**config.mk**
```make
export PLATFORM = sky130hd
export DESIGN_NAME = fsub_pipe
export DESIGN_NICKNAME = d
export VERILOG_FILES = /design/src/rtl/fpu_pkg.sv /design/src/rtl/lzc.sv /design/src/rtl/fsub_pipe.sv
export SDC_FILE = /design/constraint.sdc
export NUM_CORES = 1
export LEC_CHECK = 0
export ABC_AREA = 0
export BUFFER_PORTS_ARGS = -buffer_cell sky130_fd_sc_hd__buf_2
export CORE_MARGIN = 2
export CORE_UTILIZATION = 57
export DETAILED_ROUTE_END_ITERATION = 6
export PLACE_DENSITY = 0.82
export REMOVE_ABC_BUFFERS = 1
export SLEW_MARGIN = 25
export SYNTH_ARGS = -nofsm -noshare
export SYNTH_HDL_FRONTEND = slang
export SYNTH_SLANG_ARGS = --single-unit
```
**constraint.sdc**
```tcl
create_clock -name clk -period 6.3 [get_ports clk]
set_input_delay 0.63 -clock clk [delete_from_list [all_inputs] [get_ports clk]]
set_output_delay 0.63 -clock clk [all_outputs]
set_load 0.005 [all_outputs]
```
**src/rtl/fpu_pkg.sv**
```systemverilog
// Shared float32 field layout, constants and pipeline payloads for the FPU datapaths.
package fpu_pkg;

  localparam int unsigned EXP_W           = 8;
  localparam int unsigned MAN_W           = 23;
  localparam logic [7:0]  EXP_MAX         = 8'hFF;
  localparam int unsigned FAR_SHIFT_LIMIT = 26;

  typedef struct packed {
    logic             sign;
    logic [EXP_W-1:0] exp;
    logic [MAN_W-1:0] man;
  } float32_t;

  // Align-stage payload: bigger operand plus both possible views of the smaller one.
  typedef struct packed {
    logic             sign;         // sign of the bigger operand
    logic [EXP_W-1:0] exp;          // exponent of the bigger operand
    logic             close;        // effective subtract with d <= 1
    logic             eff_add;
    logic [MAN_W:0]   man_big;      // {1, m}
    logic [25:0]      far_small;    // smaller mantissa aligned to man_big with 2 extra bits
    logic             far_sticky;   // OR of everything shifted past far_small
    logic [MAN_W+1:0] close_small;  // smaller mantissa on the 25-bit close-path grid
  } s1_t;

  // Normalise-stage payload; exp is two's complement so underflow stays visible.
  typedef struct packed {
    logic             sign;
    logic [9:0]       exp;
    logic [MAN_W-1:0] man;
    logic             guard;
    logic             rest;         // round | sticky
    logic             zero;         // result is +0 (exact cancel or underflow)
  } s2_t;

endpackage

```
**src/rtl/lzc.sv**
```systemverilog
// 25-bit leading-zero counter; an all-zero input returns 25.
module lzc (
  input  logic [24:0] data_i,
  output logic [4:0]  cnt_o
);

  // Scan upwards so the most significant set bit decides the count.
  always_comb begin
    cnt_o = 5'd25;
    for (int i = 0; i < 25; i++) begin
      if (data_i[i]) cnt_o = 5'(24 - i);
    end
  end

endmodule

```
**src/rtl/fsub_pipe.sv**
```systemverilog
// Three-stage float32 subtractor (align, add/normalise, round) with valid/ready and a tag.
module fsub_pipe
  import fpu_pkg::*;
#(
  parameter int unsigned TAG_W = 5
) (
  input  logic             clk,
  input  logic             rst,
  input  logic             flush,
  input  logic             in_valid,
  output logic             in_ready,
  input  logic [31:0]      x,
  input  logic [31:0]      y,
  input  logic [TAG_W-1:0] in_tag,
  output logic             out_valid,
  input  logic             out_ready,
  output logic [31:0]      res,
  output logic [TAG_W-1:0] out_tag
);

  logic en, accept;
  logic v1_q, v2_q, v3_q;
  s1_t  s1_d, s1_q;
  s2_t  s2_d, s2_q;
  logic [TAG_W-1:0] tag1_q, tag2_q;
  logic [31:0] res_d;

  // No bubble collapsing: the whole pipe advances or holds as one.
  assign en        = ~v3_q | out_ready;
  assign in_ready  = en;
  assign accept    = in_valid & in_ready;
  assign out_valid = v3_q;

  // ---------------- Stage 1: swap, exponent difference, far-path alignment
  float32_t fx, fy;
  logic        b_sign, x_big;
  logic [7:0]  d;
  logic [23:0] big_man, small_man;
  logic [49:0] fld;

  assign fx = x;
  assign fy = y;

  // Operate on x + (-y); ties in exponent keep x as the bigger operand.
  always_comb begin
    b_sign    = ~fy.sign;
    x_big     = (fx.exp >= fy.exp);
    d         = x_big ? (fx.exp - fy.exp) : (fy.exp - fx.exp);
    big_man   = x_big ? {1'b1, fx.man} : {1'b1, fy.man};
    small_man = x_big ? {1'b1, fy.man} : {1'b1, fx.man};
    fld       = {small_man, 26'd0} >> d;
    s1_d         = '0;
    s1_d.sign    = x_big ? fx.sign : b_sign;
    s1_d.exp     = x_big ? fx.exp : fy.exp;
    s1_d.eff_add = (fx.sign == b_sign);
    s1_d.close   = ~s1_d.eff_add & (d <= 8'd1);
    s1_d.man_big = big_man;
    if (d < 8'(FAR_SHIFT_LIMIT)) begin
      s1_d.far_small  = fld[49:24];
      s1_d.far_sticky = |fld[23:0];
    end else begin
      s1_d.far_small  = '0;
      s1_d.far_sticky = 1'b1;
    end
    s1_d.close_small = d[0] ? {1'b0, small_man} : {small_man, 1'b0};
  end

  // ---------------- Stage 2: add/subtract and normalise
  logic [25:0] cdiff;
  logic [24:0] mag, norm;
  logic [4:0]  lz;
  logic [9:0]  e_close, e_far;
  logic [27:0] fa, fb, fsum;

  // Close-path magnitude; only d == 0 can go negative.
  always_comb begin
    cdiff = {1'b0, s1_q.man_big, 1'b0} - {1'b0, s1_q.close_small};
    mag   = cdiff[25] ? (25'd0 - cdiff[24:0]) : cdiff[24:0];
  end

  lzc u_lzc (
    .data_i (mag),
    .cnt_o  (lz)
  );

  // Pick close or far result and produce mantissa, guard and rest bits.
  always_comb begin
    norm    = mag << lz;
    e_close = {2'b00, s1_q.exp} - {5'd0, lz};
    fa      = {1'b0, s1_q.man_big, 3'b000};
    fb      = {1'b0, s1_q.far_small, s1_q.far_sticky};
    fsum    = s1_q.eff_add ? (fa + fb) : (fa - fb);
    e_far   = {2'b00, s1_q.exp};
    s2_d    = '0;
    if (s1_q.close) begin
      s2_d.sign  = cdiff[25] ? ~s1_q.sign : s1_q.sign;
      s2_d.exp   = e_close;
      s2_d.man   = norm[23:1];
      s2_d.guard = norm[0];
      s2_d.rest  = 1'b0;
      s2_d.zero  = ~norm[24] | e_close[9] | (e_close == 10'd0);
    end else begin
      s2_d.sign = s1_q.sign;
      if (fsum[27]) begin
        e_far      = e_far + 10'd1;
        s2_d.man   = fsum[26:4];
        s2_d.guard = fsum[3];
        s2_d.rest  = |fsum[2:0];
      end else if (fsum[26]) begin
        s2_d.man   = fsum[25:3];
        s2_d.guard = fsum[2];
        s2_d.rest  = |fsum[1:0];
      end else begin
        // Far subtract with d >= 2 loses at most one leading bit.
        e_far      = e_far - 10'd1;
        s2_d.man   = fsum[24:2];
        s2_d.guard = fsum[1];
        s2_d.rest  = fsum[0];
      end
      s2_d.exp  = e_far;
      s2_d.zero = e_far[9] | (e_far == 10'd0);
    end
  end

  // ---------------- Stage 3: round to nearest even, overflow to inf
  logic        rup;
  logic [23:0] m24;
  logic [9:0]  e3;

  // Mantissa carry-out bumps the exponent and leaves the fraction at zero.
  always_comb begin
    rup = s2_q.guard & (s2_q.rest | s2_q.man[0]);
    m24 = {1'b0, s2_q.man} + {23'd0, rup};
    e3  = s2_q.exp + {9'd0, m24[23]};
    if (s2_q.zero) begin
      res_d = 32'd0;
    end else if (~e3[9] & (e3 > 10'd254)) begin
      res_d = {s2_q.sign, EXP_MAX, 23'd0};
    end else begin
      res_d = {s2_q.sign, e3[7:0], m24[22:0]};
    end
  end

  // Valid bits: flush beats advance; reset clears them asynchronously.
  always_ff @(posedge clk or posedge rst) begin
    if (rst) begin
      v1_q <= 1'b0;
      v2_q <= 1'b0;
      v3_q <= 1'b0;
    end else if (flush) begin
      v1_q <= 1'b0;
      v2_q <= 1'b0;
      v3_q <= 1'b0;
    end else if (en) begin
      v1_q <= accept;
      v2_q <= v1_q;
      v3_q <= v2_q;
    end
  end

  // Payload registers move with the pipe and hold during a stall.
  always_ff @(posedge clk or posedge rst) begin
    if (rst) begin
      s1_q    <= '0;
      s2_q    <= '0;
      tag1_q  <= '0;
      tag2_q  <= '0;
      res     <= '0;
      out_tag <= '0;
    end else if (en) begin
      s1_q    <= s1_d;
      s2_q    <= s2_d;
      tag1_q  <= in_tag;
      tag2_q  <= tag1_q;
      res     <= res_d;
      out_tag <= tag2_q;
    end
  end

endmodule
```
* After elaboration in Yosys (flattened, before gate mapping) *
Cells that the tools add are included.

word-level totals
  output and inout port bits = 39
  input bits = 74
  logic and storage cells = 109
  register bits = 174

operators by class
  reduce and logical (&&, ||, !) cells = 6
  magnitude comparators = 4
  muxes and demuxes = 49
  bitwise operators = 15
  $add $sub $neg = 11
  equal/unequal tests = 1
  shift-type cells = 2

operators with widths
  operator                 number
  $mux W25                 4
  $mux W5                  16
  $shr A50 B8 Y50          1
  $mux W23                 2
  $mux W37                 1
  $mux W32                 1
  $mux W4                  8
  $mux W31                 1
  $mux W10                 3
  $add A27 B27 Y28         1
  $mux W28                 1
  $sub A27 B27 Y28         1
  $mux W27                 1
  $sub A25 B25 Y26         1
  $shl A25 B5 Y25          1
  $sub A1 B25 Y25 const A  1
  $add A23 B1 Y24          1
  $reduce_or A24 Y1        1
  $logic_not A10 Y1        2
  $mux W8                  2
  $sub A8 B8 Y8            2
  $add A10 B1 Y10          1
  $gt A10 B8 Y1 const B    1
  $add A8 B1 Y9 const B    1
  other kinds (13)         33

* Longest topological paths before layout *
  depth after elaboration = 33
  mapped depth = 33
  gate-level depth less buffers = 28

* Hierarchy *
From an unflattened synthesis, not the netlist that was laid out.

second synthesis, totals
  cells, all modules = 2,367
  area, all modules = 18,208.7 um^2

modules (own cells, without submodules)
  module     area an instance (um^2)  seq. area each (um^2)  cells an instance  times used
  fsub_pipe  17,929.7                 4,354.2                2,318              1
  lzc        279.0                    0.0                    49                 1

* Worst setup path before layout *
Ideal clock, no wire load.

  path kind = flip-flop to flip-flop
  from = register s1_q (netlist bit fa[3])
  to = register s2_q[0] (netlist bit)
  required time = 6.218 ns
  path slack = 0.177 ns
  clock period less this slack = 6.123 ns
  setup time = 0.082 ns
  path buffers = 3
  cell stages (with the launch flop) = 32
  arrival = 6.042 ns
  cell sequence = dfrtp_1 inv_1 fa_1 nand2b_1 a211oi_2 o21ai_2 o21a_1 o311ai_1 nor3_2 nand4b_2 nand2_1 xnor2_1 o2bb2ai_1 o21ai_4 and2_1 buf_6 buf_6 buf_2 ha_1 inv_1 fa_1 nand2_1 nand2_1 a21o_1 nor2_1 o21ai_0 a21oi_1 a31oi_1 or4_1 o311ai_1 a21oi_1 a31oi_1

on the way
  longest elaborated chain between the ends = 32
  elaborated cells on any way between the ends = 43
  those cells by class = add/sub (5); shift (1); mux (31); bitwise (4); reduce/logical (2)

RTL lines
  item                                                       RTL line          source
  from (decl)                                                fsub_pipe.sv:23   s1_t s1_d, s1_q;
  from (signal assigned)                                     fsub_pipe.sv:164  s1_q <= '0;
  from (signal assigned)                                     fsub_pipe.sv:171  s1_q <= s1_d;
  branches (longest 31 deep; another with $sub A25 B25 Y26)  --
  $mux W37 *                                                 fsub_pipe.sv:95   if (s1_q.close) begin
  to (signal assigned)                                       fsub_pipe.sv:165  s2_q <= '0;
  to (signal assigned)                                       fsub_pipe.sv:172  s2_q <= s2_d;
  to (decl)                                                  fsub_pipe.sv:24   s2_t s2_d, s2_q;

Every way passes the cells marked *. The select of a mux whose other input is x is not followed.
A chain may end at the register's enable or synchronous reset.

* Worst setup path after layout *
  from = register s1_q (netlist bit fa[9])
  to = register s2_q[0] (netlist bit)

on the way
  longest elaborated chain between the ends = 32
  elaborated cells on any way between the ends = 43
  those cells by class = add/sub (5); shift (1); mux (31); bitwise (4); reduce/logical (2)

RTL lines
  item                                                       RTL line
  branches (longest 31 deep; another with $sub A25 B25 Y26)  --
  $mux W37 *                                                 fsub_pipe.sv:95

Marked as above.

==> results by group <==
Detailed routing
  • Met3 wire length: 4220 um
  • Met2 wire length: 26,300 um
  • Metal1 wirelength: 23,200 um
  • # DRC: 0
  • Vias: 17,563
  • Vias per cell: ~6.5
  • Wire per inst: 20.9 um
  • Highest metal used: met4
  • Drt pass-1 iters: 6
  • Routed Wire Length: 56,400 um
  • First DRT Iteration DRCs: around 1,700
  • Post-route ant nets: 0

GRT
  • Number of global-route vias before repair: 16,327
  • Antenna violations before repair: 0
  • First-pass GRT wire length: 88,200 um
  • GR Overflow Total: 0
  • Largest net degree at the start of global routing: 96
  • Total GRT Usage: 0.353

Clock tree
  • Cts bufs inserted: 17
  • Skew-Pair Late Insertion Delay: 0.48 ns
  • CTS tree: yes
  • Clock net sink count: ~170
  • CTS H-Tree Depth: 4
  • CTS root buf: clkbuf_16
  • CTS max path bufs: 2
  • Clk slew on worst S/H paths: about 0.08 ns
  • CTS Hold Bufs: 0

Worst setup path
  • Worst Path Required: 6.70 ns
  • Reg-to-reg critical path startpoint: fa[9]
  • Crit path DAT: between 6 and 7 ns
  • Critical path class: flip-flop to flip-flop
  • Slowest CP cell: ha_2
  • Reg2reg end: s2_q[0]
  • Critical path fanouts, max: 9
  • CP max stage delay: 0.49 ns
  • Crit end category: flip-flop
  • R2R Setup Slk: 0.29 ns
  • CP Launch Type: flip-flop
  • Reg2reg path depth: 25

Placement
  • Hpwl dp: ~43,000 um
  • GPL Wtd Cong: ~1.1
  • Dpl cells: 2,651
  • Place WS: 0.130 ns
  • IO Port Bufs: 112
  • Post-placement cell area: 0.0185 mm^2

Timing
  • Final worst path period share: 0.953
  • Setup ws final: 0.293 ns
  • Fmax: between 150 and 200 MHz
  • Final setup fails: 0
  • Slew HR: 0.340
  • Worst-Margin Slew: 0.965 ns
  • Tmin final: 6.01 ns
  • Clock skew: 0.0121 ns
  • Slew Viols, Final: 0
  • Endpoints failing hold: 0

Run status
  • Status: complete, no violations

Pwr
  • P_int: roughly 0.0037 W
  • Net Sw Power: 0.00372 W
  • Part of the power in combinational logic: 0.639
  • Leak: 8.46 nW
  • Pwr/cell area: 382 mW/mm^2
  • Max VDD drop: 0.000232 V
  • Flop pwr share: 0.211
  • Switch share: 0.499
  • Clock power frac: 0.150

Yosys
  • Top FF cell, synth: dfrtp_1
  • Synth async-reset ratio: 1.00
  • Cells after synthesis: 2,206
  • Total of warnings raised by yosys: 0
  • Register area share after synthesis: 0.251
  • Synth cell types: 105
  • Mapped Area: 0.0174 mm^2
  • Syn avg cell area: 7.87 um^2
  • Synthesized flop and latch total: 174
  • EDFF count, synth: 0

Floorplanning
  • Io pins: 113
  • Die Wd: 178 um
  • Initial Utilization: 0.582
  • Die ar.: 0.0319 mm^2
  • Chip height: roughly 180 um
  • Core ar.: 0.0298 mm^2
  • FP Rows: 63

Layout
  • Register area: 0.00436 mm^2
  • Share of cells above drive strength 1: 0.163
  • Area of the multi-input gates: 0.0124 mm^2
  • Post-Layout Cell Count: 2,694
  • Antenna fix cells: 0
  • Filler Cells Inserted: 2,559
  • Final instance area: 0.0195 mm^2
  • Final #Nets: 2,470
  • Area grow syn2layout: 12.4%

Min path
  • Min-delay worst type: input port to async pin

Job
  • Max_cap viols: 0
[routing by layer]
| layer | global-route usage | up-vias |
|---|---|---|
| met1 | 0.464 | 8341 |
| met5 | 0 | - |
| met4 | 0.163 | 0 |
| li1 | - | 8157 |
| met3 | 0.0471 | 169 |
| met2 | 0.576 | 896 |
[worst max path at each step]
stage / startpoint / endpoint / slack (ns) / cells after the start
finish: fa[9] / s2_q[0] / 0.29 / 25
global route: fa[6] / s2_q[0] / -0.07 / 28
CTS: s1_q[0] / s2_q[0] / 0.04 / 24
detailed placement: fa[3] / s2_q[0] / 0.13 / 25
global placement: s1_q[0] / s2_q[0] / 0.42 / 27
floorplan: y[23] / fb[0] / -6.04 / 18
[power by group through the flow]
stage | clock (W) | combinational (W) | sequential, W
detailed placement | 0 | 0.00441 | 0.00159
global route | 0.00116 | 0.00513 | 0.00161
CTS | 0.00112 | 0.00444 | 0.00157
finish | 0.00112 | 0.00476 | 0.00157
global placement | 0 | 0.00433 | 0.00157
floorplan | 0 | 0.00312 | 0.00154
[registers in the layout (all words and copies together), names as in the netlist]
name       flops
s2_q          37
s1_q          36
res           32
fb            27
fa            24
out_tag        5
tag1_q         5
tag2_q         5
out_valid      1
v1_q           1
v2_q           1
[timing repair]
| item | in CTS | in global routing |
|---|---|---|
| resized for setup | 0 | 67 |
| setup endpoints to repair | 0 | 3 |
| buffers inserted | 0 | 11 |
[cell families after synthesis]
group / after synthesis / share of synthesized area
buffers and inverters: 261 / 0.0600
flip-flops: 174 / 0.251
AND/OR/NAND/NOR: 746 / 0.203
XOR/XNOR: 122 / 0.0625
multiplexers: 142 / 0.0998
AO/OA/AOI/OAI: 656 / 0.246
adder cells (fa/ha/maj): 105 / 0.0779
[critical path: cells and delay by family (launching register included)]
kind | cells | cell delay (ns)
AOI/OAI and AO/OA | 11 | 2.13
and+or+nand+nor | 9 | 2.04
adders and majority gates | 2 | 0.81
DFF | 1 | 0.44
buffers and inverters | 2 | 0.28
xor gates and xnor gates | 1 | 0.23
[cell usage after synthesis, types with 7 or more instances]
| library cell | count | area (um^2) |
|---|---|---|
| o21ai_0 | 218 | 1090 |
| nor2_1 | 150 | 563 |
| xor2_1 | 45 | 394 |
| and2_1 | 8 | 50.1 |
| nand2_1 | 300 | 1130 |
| or3_1 | 16 | 100 |
| a21oi_1 | 126 | 631 |
| nand4_1 | 19 | 119 |
| inv_1 | 131 | 492 |
| o31ai_1 | 17 | 128 |
| mux4_2 | 22 | 495 |
| a211oi_1 | 30 | 225 |
| mux2i_1 | 100 | 1000 |
| buf_2 | 15 | 75.1 |
| and3_1 | 33 | 206 |
| xnor2_1 | 75 | 657 |
| mux2_2 | 17 | 191 |
| nor2b_1 | 23 | 144 |
| ha_1 | 100 | 1250 |
| nor3_1 | 53 | 265 |
| a31oi_1 | 36 | 225 |
| a21o_1 | 26 | 195 |
| o221ai_1 | 9 | 78.8 |
| clkbuf_1 | 93 | 349 |
| dfrtp_1 | 174 | 4350 |
| o21a_1 | 14 | 105 |
| o22ai_1 | 22 | 138 |
| o2111ai_1 | 8 | 70.1 |
| nand2b_1 | 14 | 87.6 |
| a41oi_1 | 9 | 78.8 |
| or2_2 | 7 | 43.8 |
| buf_1 | 13 | 48.8 |
| o211ai_1 | 20 | 150 |
| o21bai_1 | 11 | 82.6 |
| nand3_1 | 63 | 315 |
| a22oi_1 | 12 | 90.1 |
| nor4_1 | 10 | 62.6 |
[layout by cell type, fill, tap and decap left out, types with 9 or more instances in the layout]
master and n:
or3_1 16, a211oi_1 29, nor2_1 147, a41oi_1 9, mux2_2 17, o21ai_0 215
buf_4 78, o31ai_1 16, mux4_2 22, dfrtp_1 173, o21a_1 14, nand2b_1 13
xor2_1 40, o22ai_1 22, a31oi_1 32, a22oi_1 12, ha_1 96, xnor2_1 62
nand3_1 62, buf_2 112, o21bai_1 11, inv_1 128, nand4_1 19, xnor2_2 13
clkbuf_16 17, nor4_1 9, a21oi_1 121, nor2b_1 22, a21o_1 26, and3_1 32
o211ai_1 20, mux2i_1 98, o221ai_1 9, nand2_1 299, nor3_1 51
[cell type report]
cell class                 count  share of cell area
clock buffer                  17              0.0218
clock inverter                15             0.00936
inverter                     135              0.0266
multi-input combinational   1771               0.633
sequential                   174               0.223
tap                          390              0.0250
timing repair buffer         192              0.0608
[per-stage QoR]
stage	utilization	hold WS (ns)	total power, W	TNS (ns)
finish	0.655	0.323	0.00745	0
global placement	0.620	0.446	0.00590	0
CTS	0.641	0.315	0.00712	0
floorplan	-	0.439	0.00466	-480.29
detailed placement	0.620	0.452	0.00600	0
global route	0.655	0.332	0.00790	-0.0701
Note: power is estimated with default switching activity, not from simulation.
